### config.mk
export PLATFORM = sky130hd
export DESIGN_NAME = host_link_ctrl_flat
export DESIGN_NICKNAME = d
export VERILOG_FILES = /design/src/rtl/host_link_ctrl_if.sv /design/src/rtl/host_link_ctrl.sv /design/src/flat_wrapper.sv
export SDC_FILE = /design/constraint.sdc
export NUM_CORES = 1
export LEC_CHECK = 0
export ABC_CLOCK_PERIOD_IN_PS = 2600
export CAP_MARGIN = 20
export CORE_MARGIN = 4
export CORE_UTILIZATION = 57
export DETAILED_ROUTE_END_ITERATION = 8
export PLACE_DENSITY_LB_ADDON = 0.25
export REMOVE_ABC_BUFFERS = 1
export SETUP_SLACK_MARGIN = 0.2
export SYNTH_ARGS = -nofsm -noshare
export SYNTH_HDL_FRONTEND = slang
export SYNTH_SLANG_ARGS = --single-unit
export TNS_END_PERCENT = 50
### constraint.sdc
create_clock -name clk -period 2.6 [get_ports clk]
set_input_delay 0.52 -clock clk [delete_from_list [all_inputs] [get_ports clk]]
set_output_delay 0.52 -clock clk [all_outputs]
set_load 0.005 [all_outputs]
### src/rtl/host_link_ctrl_if.sv
// Host link bundle: UART byte stream, memory command port and core control between
// host_link_ctrl (master) and the rest of the system (slave).
interface host_link_ctrl_if;
  logic [7:0]  rx_data;
  logic        rx_valid;
  logic [7:0]  tx_data;
  logic        tx_valid;
  logic        tx_ready;
  logic        end_process;
  logic [15:0] com_data_out;
  logic [1:0]  status;
  logic [15:0] com_data_in;
  logic [15:0] com_addr;
  logic        com_wr_en;
  logic [3:0]  n_cores;

  modport master (
    input  rx_data, rx_valid, tx_ready, end_process, com_data_out,
    output tx_data, tx_valid, status, com_data_in, com_addr, com_wr_en, n_cores
  );

  modport slave (
    output rx_data, rx_valid, tx_ready, end_process, com_data_out,
    input  tx_data, tx_valid, status, com_data_in, com_addr, com_wr_en, n_cores
  );
endinterface

### src/rtl/host_link_ctrl.sv
// Host command front end: 'L' loads data memory, 'R' runs the cores, 'P' dumps memory.
// Define HOST_LINK_CHECKSUM_EN to make the 'L' ack the XOR of the payload bytes instead of 'K'.
module host_link_ctrl #(
  parameter logic [1:0] ST_IDLE     = 2'b00,
  parameter logic [1:0] ST_MEM      = 2'b01,
  parameter logic [1:0] ST_RUN      = 2'b10,
  parameter int         RD_LAT      = 1,
  parameter int         RUN_TIMEOUT = 0
) (
  input logic             clk,
  input logic             rst_n,
  host_link_ctrl_if.master bus
);

  typedef enum logic [3:0] {
    S_IDLE, S_HDR, S_LD_HI, S_LD_LO, S_LD_WR, S_RUN,
    S_DP_ADDR, S_DP_WAIT, S_DP_TXH, S_DP_TXL, S_TX_ACK
  } state_t;

  localparam logic [7:0]  CMD_L      = 8'h4C;
  localparam logic [7:0]  CMD_R      = 8'h52;
  localparam logic [7:0]  CMD_P      = 8'h50;
  localparam logic [7:0]  RSP_DONE   = 8'h44;
  localparam logic [7:0]  RSP_TMO    = 8'h54;
  localparam logic [7:0]  RSP_ERR    = 8'h3F;
  localparam logic [7:0]  RSP_OK     = 8'h4B;
  localparam logic [1:0]  RD_LAT_L   = 2'(RD_LAT);
  localparam logic [31:0] RUN_LAST   = 32'(RUN_TIMEOUT) - 32'd1;
  localparam bit          TIMEOUT_EN = (RUN_TIMEOUT > 0);

  state_t      state_r, state_s;
  logic [7:0]  cmd_r, cmd_s;
  logic [1:0]  hdr_cnt_r, hdr_cnt_s;
  logic [15:0] addr_r, addr_s;
  logic [15:0] count_r, count_s;
  logic [7:0]  hi_r, hi_s;
  logic [7:0]  lo_r, lo_s;
  logic [1:0]  wait_r, wait_s;
  logic [31:0] run_cnt_r, run_cnt_s;
  logic [7:0]  tx_data_r, tx_data_s;
  logic        tx_valid_r, tx_valid_s;
  logic [1:0]  status_r, status_s;
  logic [15:0] com_addr_r, com_addr_s;
  logic [15:0] com_data_in_r, com_data_in_s;
  logic        com_wr_en_r, com_wr_en_s;
  logic [3:0]  n_cores_r, n_cores_s;
  logic [7:0]  ack_s;

`ifdef HOST_LINK_CHECKSUM_EN
  logic [7:0] chk_r, chk_s;

  function automatic logic [7:0] chk_fold(input logic [7:0] acc, input logic [7:0] b);
    return acc ^ b;
  endfunction

  assign ack_s = chk_r;
`else
  assign ack_s = RSP_OK;
`endif

  // Next-state and next-output logic for the command sequencer
  always_comb begin
    state_s       = state_r;
    cmd_s         = cmd_r;
    hdr_cnt_s     = hdr_cnt_r;
    addr_s        = addr_r;
    count_s       = count_r;
    hi_s          = hi_r;
    lo_s          = lo_r;
    wait_s        = wait_r;
    run_cnt_s     = run_cnt_r;
    tx_data_s     = tx_data_r;
    tx_valid_s    = tx_valid_r;
    status_s      = status_r;
    com_addr_s    = com_addr_r;
    com_data_in_s = com_data_in_r;
    com_wr_en_s   = 1'b0;
    n_cores_s     = n_cores_r;
`ifdef HOST_LINK_CHECKSUM_EN
    chk_s         = chk_r;
`endif
    case (state_r)
      S_IDLE: begin
        if (bus.rx_valid) begin
          cmd_s     = bus.rx_data;
          hdr_cnt_s = 2'd0;
`ifdef HOST_LINK_CHECKSUM_EN
          chk_s     = 8'h00;
`endif
          if (bus.rx_data == CMD_L || bus.rx_data == CMD_P || bus.rx_data == CMD_R) begin
            state_s = S_HDR;
          end else begin
            tx_data_s  = RSP_ERR;
            tx_valid_s = 1'b1;
            state_s    = S_TX_ACK;
          end
        end else begin
          state_s = S_IDLE;
        end
      end
      S_HDR: begin
        if (bus.rx_valid) begin
          if (cmd_r == CMD_R) begin
            n_cores_s = bus.rx_data[3:0];
            status_s  = ST_RUN;
            run_cnt_s = 32'd0;
            state_s   = S_RUN;
          end else begin
            status_s  = ST_MEM;
            hdr_cnt_s = hdr_cnt_r + 2'd1;
            case (hdr_cnt_r)
              2'd0: addr_s[15:8]  = bus.rx_data;
              2'd1: addr_s[7:0]   = bus.rx_data;
              2'd2: count_s[15:8] = bus.rx_data;
              default: begin
                count_s[7:0] = bus.rx_data;
                // An empty transfer touches no memory: 'L' acks at once, 'P' ends silently
                if ({count_r[15:8], bus.rx_data} == 16'd0) begin
                  if (cmd_r == CMD_L) begin
                    tx_data_s  = ack_s;
                    tx_valid_s = 1'b1;
                    state_s    = S_TX_ACK;
                  end else begin
                    status_s = ST_IDLE;
                    state_s  = S_IDLE;
                  end
                end else if (cmd_r == CMD_L) begin
                  state_s = S_LD_HI;
                end else begin
                  state_s = S_DP_ADDR;
                end
              end
            endcase
          end
        end else begin
          state_s = S_HDR;
        end
      end
      S_LD_HI: begin
        if (bus.rx_valid) begin
          hi_s    = bus.rx_data;
`ifdef HOST_LINK_CHECKSUM_EN
          chk_s   = chk_fold(chk_r, bus.rx_data);
`endif
          state_s = S_LD_LO;
        end else begin
          state_s = S_LD_HI;
        end
      end
      S_LD_LO: begin
        if (bus.rx_valid) begin
          com_addr_s    = addr_r;
          com_data_in_s = {hi_r, bus.rx_data};
          com_wr_en_s   = 1'b1;
          addr_s        = addr_r + 16'd1;
          count_s       = count_r - 16'd1;
`ifdef HOST_LINK_CHECKSUM_EN
          chk_s         = chk_fold(chk_r, bus.rx_data);
`endif
          state_s       = S_LD_WR;
        end else begin
          state_s = S_LD_LO;
        end
      end
      S_LD_WR: begin
        if (count_r == 16'd0) begin
          tx_data_s  = ack_s;
          tx_valid_s = 1'b1;
          state_s    = S_TX_ACK;
        end else begin
          state_s = S_LD_HI;
        end
      end
      S_RUN: begin
        run_cnt_s = (run_cnt_r == 32'hFFFF_FFFF) ? run_cnt_r : run_cnt_r + 32'd1;
        // run_cnt_r is zero only in the first RUN cycle, where end_process may be stale
        if (run_cnt_r != 32'd0 && bus.end_process) begin
          n_cores_s  = 4'd0;
          status_s   = ST_IDLE;
          tx_data_s  = RSP_DONE;
          tx_valid_s = 1'b1;
          state_s    = S_TX_ACK;
        end else if (TIMEOUT_EN && run_cnt_r == RUN_LAST) begin
          n_cores_s  = 4'd0;
          status_s   = ST_IDLE;
          tx_data_s  = RSP_TMO;
          tx_valid_s = 1'b1;
          state_s    = S_TX_ACK;
        end else begin
          state_s = S_RUN;
        end
      end
      S_DP_ADDR: begin
        com_addr_s = addr_r;
        wait_s     = 2'd0;
        state_s    = S_DP_WAIT;
      end
      S_DP_WAIT: begin
        if (wait_r == RD_LAT_L) begin
          tx_data_s  = bus.com_data_out[15:8];
          lo_s       = bus.com_data_out[7:0];
          tx_valid_s = 1'b1;
          state_s    = S_DP_TXH;
        end else begin
          wait_s = wait_r + 2'd1;
        end
      end
      S_DP_TXH: begin
        if (bus.tx_ready) begin
          tx_data_s = lo_r;
          state_s   = S_DP_TXL;
        end else begin
          state_s = S_DP_TXH;
        end
      end
      S_DP_TXL: begin
        if (bus.tx_ready) begin
          tx_valid_s = 1'b0;
          addr_s     = addr_r + 16'd1;
          count_s    = count_r - 16'd1;
          if (count_r == 16'd1) begin
            status_s = ST_IDLE;
            state_s  = S_IDLE;
          end else begin
            state_s = S_DP_ADDR;
          end
        end else begin
          state_s = S_DP_TXL;
        end
      end
      S_TX_ACK: begin
        if (bus.tx_ready) begin
          tx_valid_s = 1'b0;
          status_s   = ST_IDLE;
          state_s    = S_IDLE;
        end else begin
          state_s = S_TX_ACK;
        end
      end
      default: begin
        state_s = S_IDLE;
      end
    endcase
  end

  // State and output registers with synchronous active-low reset
  always_ff @(posedge clk) begin
    if (!rst_n) begin
      state_r       <= S_IDLE;
      cmd_r         <= 8'h00;
      hdr_cnt_r     <= 2'd0;
      addr_r        <= 16'h0000;
      count_r       <= 16'h0000;
      hi_r          <= 8'h00;
      lo_r          <= 8'h00;
      wait_r        <= 2'd0;
      run_cnt_r     <= 32'd0;
      tx_data_r     <= 8'h00;
      tx_valid_r    <= 1'b0;
      status_r      <= ST_IDLE;
      com_addr_r    <= 16'h0000;
      com_data_in_r <= 16'h0000;
      com_wr_en_r   <= 1'b0;
      n_cores_r     <= 4'd0;
`ifdef HOST_LINK_CHECKSUM_EN
      chk_r         <= 8'h00;
`endif
    end else begin
      state_r       <= state_s;
      cmd_r         <= cmd_s;
      hdr_cnt_r     <= hdr_cnt_s;
      addr_r        <= addr_s;
      count_r       <= count_s;
      hi_r          <= hi_s;
      lo_r          <= lo_s;
      wait_r        <= wait_s;
      run_cnt_r     <= run_cnt_s;
      tx_data_r     <= tx_data_s;
      tx_valid_r    <= tx_valid_s;
      status_r      <= status_s;
      com_addr_r    <= com_addr_s;
      com_data_in_r <= com_data_in_s;
      com_wr_en_r   <= com_wr_en_s;
      n_cores_r     <= n_cores_s;
`ifdef HOST_LINK_CHECKSUM_EN
      chk_r         <= chk_s;
`endif
    end
  end

  assign bus.tx_data     = tx_data_r;
  assign bus.tx_valid    = tx_valid_r;
  assign bus.status      = status_r;
  assign bus.com_addr    = com_addr_r;
  assign bus.com_data_in = com_data_in_r;
  assign bus.com_wr_en   = com_wr_en_r;
  assign bus.n_cores     = n_cores_r;

endmodule
### src/flat_wrapper.sv
// flat-port wrapper written by rule: the top's interface ports become plain ports
module host_link_ctrl_flat 
#(
  parameter logic [1:0] ST_IDLE     = 2'b00,
  parameter logic [1:0] ST_MEM      = 2'b01,
  parameter logic [1:0] ST_RUN      = 2'b10,
  parameter int         RD_LAT      = 1,
  parameter int         RUN_TIMEOUT = 0
)
  (clk, rst_n, bus_rx_data, bus_rx_valid, bus_tx_ready, bus_end_process, bus_com_data_out, bus_tx_data, bus_tx_valid, bus_status, bus_com_data_in, bus_com_addr, bus_com_wr_en, bus_n_cores);
  host_link_ctrl_if bus_i ();
  input logic clk;
  input logic rst_n;
  input wire logic [$bits(bus_i.rx_data)-1:0] bus_rx_data;
  input wire logic [$bits(bus_i.rx_valid)-1:0] bus_rx_valid;
  input wire logic [$bits(bus_i.tx_ready)-1:0] bus_tx_ready;
  input wire logic [$bits(bus_i.end_process)-1:0] bus_end_process;
  input wire logic [$bits(bus_i.com_data_out)-1:0] bus_com_data_out;
  output wire logic [$bits(bus_i.tx_data)-1:0] bus_tx_data;
  output wire logic [$bits(bus_i.tx_valid)-1:0] bus_tx_valid;
  output wire logic [$bits(bus_i.status)-1:0] bus_status;
  output wire logic [$bits(bus_i.com_data_in)-1:0] bus_com_data_in;
  output wire logic [$bits(bus_i.com_addr)-1:0] bus_com_addr;
  output wire logic [$bits(bus_i.com_wr_en)-1:0] bus_com_wr_en;
  output wire logic [$bits(bus_i.n_cores)-1:0] bus_n_cores;
  assign bus_i.rx_data = bus_rx_data;
  assign bus_i.rx_valid = bus_rx_valid;
  assign bus_i.tx_ready = bus_tx_ready;
  assign bus_i.end_process = bus_end_process;
  assign bus_i.com_data_out = bus_com_data_out;
  assign bus_tx_data = bus_i.tx_data;
  assign bus_tx_valid = bus_i.tx_valid;
  assign bus_status = bus_i.status;
  assign bus_com_data_in = bus_i.com_data_in;
  assign bus_com_addr = bus_i.com_addr;
  assign bus_com_wr_en = bus_i.com_wr_en;
  assign bus_n_cores = bus_i.n_cores;
  host_link_ctrl #(.ST_IDLE(ST_IDLE), .ST_MEM(ST_MEM), .ST_RUN(ST_RUN), .RD_LAT(RD_LAT), .RUN_TIMEOUT(RUN_TIMEOUT)) u_core (.clk(clk), .rst_n(rst_n), .bus(bus_i));
endmodule
==> metrics <==
Worst Setup End Kind flop; NumNets Final 1073; Unique masters post-synth between 70 and 80; number of buffers added by the clock tree synthesis step 17; core footprint between 0.01 and 0.015 mm^2; latest clock arrival within the worst-skew pair 0.42 ns; die outline area 0.01502 mm^2; final weighted congestion in routability-driven placement 0.9353; instance count along the most critical hold path 2; chip width 122.6 um; via count of the first global-routing pass around 6900; utilization of the core after routing 73.45%; critical path cell sequence clkdlybuf4s50_1, nor3_2, nand3_1, or3_1, a32oi_2, nand3_4, buf_12, mux2i_1; Layout Cells excl Fill 1218; Worst Hold Endpoint u_core.bus.com_data_in[14]$_SDFFE_PN0P_; CTS Buffer Depth 2; final number of setup-violating endpoints 0; unrepaired setup endpoints after global routing false; Post-synth EDFFs 0; proportion of synthesized flip-flops having asynchronous set or reset 0%; leading cell types in the layout, fill and taps excluded 144 x sky130_fd_sc_hd__dfxtp_1, 115 x sky130_fd_sc_hd__nand2_1, 112 x sky130_fd_sc_hd__nor2_1, 76 x sky130_fd_sc_hd__clkdlybuf4s50_1, 75 x sky130_fd_sc_hd__a21oi_1; Worst path top cell family by delay simple AND/OR/NAND/NOR gates; Top FF cell, synth sky130_fd_sc_hd__dfxtp_1; Post-Route Hold Slack between 0.4 and 0.5 ns; Synth Instances 939; TritonCTS sink count between 100 and 150; H-tree depth reported by CTS 4; register-to-register setup slack 0.27 ns; overall fraction of global-route tracks in use 27.44%; DR iter-0 viols 814; routed wire length 20.38 mm; source of the worst hold timing path u_core.bus.com_data_in[14]$_SDFFE_PN0P_; static leakage 3.393 nW; number of violations of the max-capacitance limit 0; wire length per cell after detailed routing 16.73 um; Place WS -0.1921 ns; number of buffers added to fix hold violations after cts 0; reg2reg end u_core.bus.tx_data[3]$_SDFFE_PN0P_; first-pass GRT wire length 33.30 mm; classification of the worst setup path in2reg; slew at the pin closest to its max-slew limit 0.5862 ns; count of cells along the worst register-to-register path 9; total power density per cell area 839.5 mW/mm^2; Antenna diodes 0; cell area after technology mapping 0.007480 mm^2; sum of negative setup slack 0 ns; average footprint of a synthesized cell 7.966 um^2; most common cell after layout, fill and taps aside sky130_fd_sc_hd__dfxtp_1; DP Wirelength ~14 mm; Area Growth Syn to Fin 24.92%; Critical R2R Launch u_core.run_cnt_r[0]$_SDFFE_PN0P_; Crit path largest cell delay 0.52 ns; count of yosys warnings during synthesis 0; Hold Violations, Final 0; fraction of final layout cells sized beyond drive strength 1 11.76%; Setup WS post-layout 0.2457 ns; starting density of the core 58.79%; via density per instance 6.067; leftover overflow at the end of global routing 0; drt first pass iters 7; slowest cell on the critical path sky130_fd_sc_hd__clkdlybuf4s50_1; number of filler cells placed in the layout 996; class of the tightest hold or removal check reg2reg; Port Buf Inserts 76; Seq/Total Area, Yosys 38.54%; Period minus WS final 2.354 ns; total number of vias roughly 7400; maximum achievable frequency about 420 MHz; boundary pin count between 70 and 80; worst slew slack as a fraction of its limit 60.51%; clock root cell sky130_fd_sc_hd__clkbuf_16; flip-flop and latch count after synthesis 144; Clk pin slew, worst setup/hold paths about 0.06 ns; maximum clock skew at final layout 0.008126 ns; CTS tree done; Final Max Slew Viols 0; critical-path maximum fanout 7; final worst-path cycle share 90.55%; outcome finished clean; die boundary height 122.6 um; DRC violations left 0; number of antenna violations at the first check in global routing 0; Crit path buffers/inverters 2; final antenna-violating net count 0; pin count of the biggest net entering global routing 39; Worst EP required 2.90 ns; maximum resistive drop on vdd 544.3 uV; Std-Cell Rows slightly above 40; arrival time at the worst endpoint approximately 2.7 ns; crit start category input port; total placed cells including tap cells 1184
[worst register-to-register path: cells and delay by family (launching register included)]
kind,cells,cell delay (ns)
muxes,1,0.18
and+or+nand+nor,3,0.62
adders and majority gates,1,0.15
buffers and inverters,2,0.22
DFF,1,0.33
AOI/OAI and AO/OA,2,0.76
[worst max path at each step]
stage,startpoint,to,cells past startpoint
floorplan,u_core.state_r[1]$_SDFFE_PN0P_,u_core.count_r[3]$_SDFFE_PN0P_,6
global placement,bus_rx_data[0],u_core.bus.tx_data[5]$_SDFFE_PN0P_,8
detailed placement,bus_rx_data[0],u_core.bus.tx_data[4]$_SDFFE_PN0P_,8
CTS,u_core.run_cnt_r[0]$_SDFFE_PN0P_,u_core.bus.tx_data[3]$_SDFFE_PN0P_,9
global route,u_core.count_r[0]$_SDFFE_PN0P_,u_core.count_r[12]$_SDFFE_PN0P_,9
finish,bus_rx_data[0],u_core.bus.tx_data[3]$_SDFFE_PN0P_,8
[Yosys cell counts, types with 10 or more instances]
cell	instances	share of area [%]
sky130_fd_sc_hd__a31oi_1	15	1.3
sky130_fd_sc_hd__nand2_1	115	5.8
sky130_fd_sc_hd__nor4_1	11	0.92
sky130_fd_sc_hd__clkbuf_1	36	1.8
sky130_fd_sc_hd__inv_1	24	1.2
sky130_fd_sc_hd__nor3_1	25	1.7
sky130_fd_sc_hd__nand4_1	23	1.9
sky130_fd_sc_hd__o21ai_0	58	3.9
sky130_fd_sc_hd__nor2_1	112	5.6
sky130_fd_sc_hd__buf_2	16	1.1
sky130_fd_sc_hd__xor2_1	20	2.3
sky130_fd_sc_hd__dfxtp_1	144	39
sky130_fd_sc_hd__mux2i_1	43	5.8
sky130_fd_sc_hd__nand3_1	43	2.9
sky130_fd_sc_hd__ha_1	11	1.8
sky130_fd_sc_hd__and3_1	10	0.84
sky130_fd_sc_hd__a21oi_1	75	5.0
[flip-flops by register name, summed over array words and instances, names as in the netlist, 8 cells and up]
name,cells
u_core.run_cnt_r,32
u_core.addr_r,16
u_core.bus.com_addr,16
u_core.bus.com_data_in,16
u_core.count_r,16
u_core.bus.tx_data,8
u_core.cmd_r,8
u_core.hi_r,8
u_core.lo_r,8
[layer usage]
metal / routed length, um / vias to the layer above / global-route usage [%]
met4: 562 / 0 / 11.13
met2: 9568 / 327 / 44.38
met5: 0 / - / 0
met3: 1511 / 61 / 5.622
li1: - / 3554 / -
met1: 8739 / 3448 / 35.90
[repair_timing]
action                     in CTS  in global routing
setup endpoints to repair       2                 13
gates resized for setup         1                  2
pin swaps                       0                  1
setup buffers                   0                  2
[logic make-up after synthesis]
logic type                 synth area share, %
and+or+nand+nor                          27.52
AOI/OAI and AO/OA                        18.38
DFF                                      38.54
buffers and inverters                    5.035
muxes                                    5.754
xor gates and xnor gates                 2.927
adders and majority gates                1.840
[through the flow]
step	total power, mW	instance area (um^2)
6_report	7.844	9344
3_3_place_gp	5.174	8678
4_1_cts	7.824	9311
5_1_grt	8.247	9344
2_1_floorplan	4.272	7193
3_5_place_dp	5.210	8678
[report_power, final]
part,switching (mW),internal (mW)
clock network,0.963,1.63
logic,1.48,1.12
registers,0.208,2.44
[cell type report]
type	count	area, um^2	area share (%)
inverters	24	90.09	0.9641
repair buffers	135	1291	13.82
flip-flops and latches	144	2883	30.85
multi-input cells	711	4235	45.33
clock buffers	19	442.9	4.740
well taps	172	215.2	2.303
clock inverters	13	186.4	1.995
No activity file was read; power rests on OpenSTA's default activity.
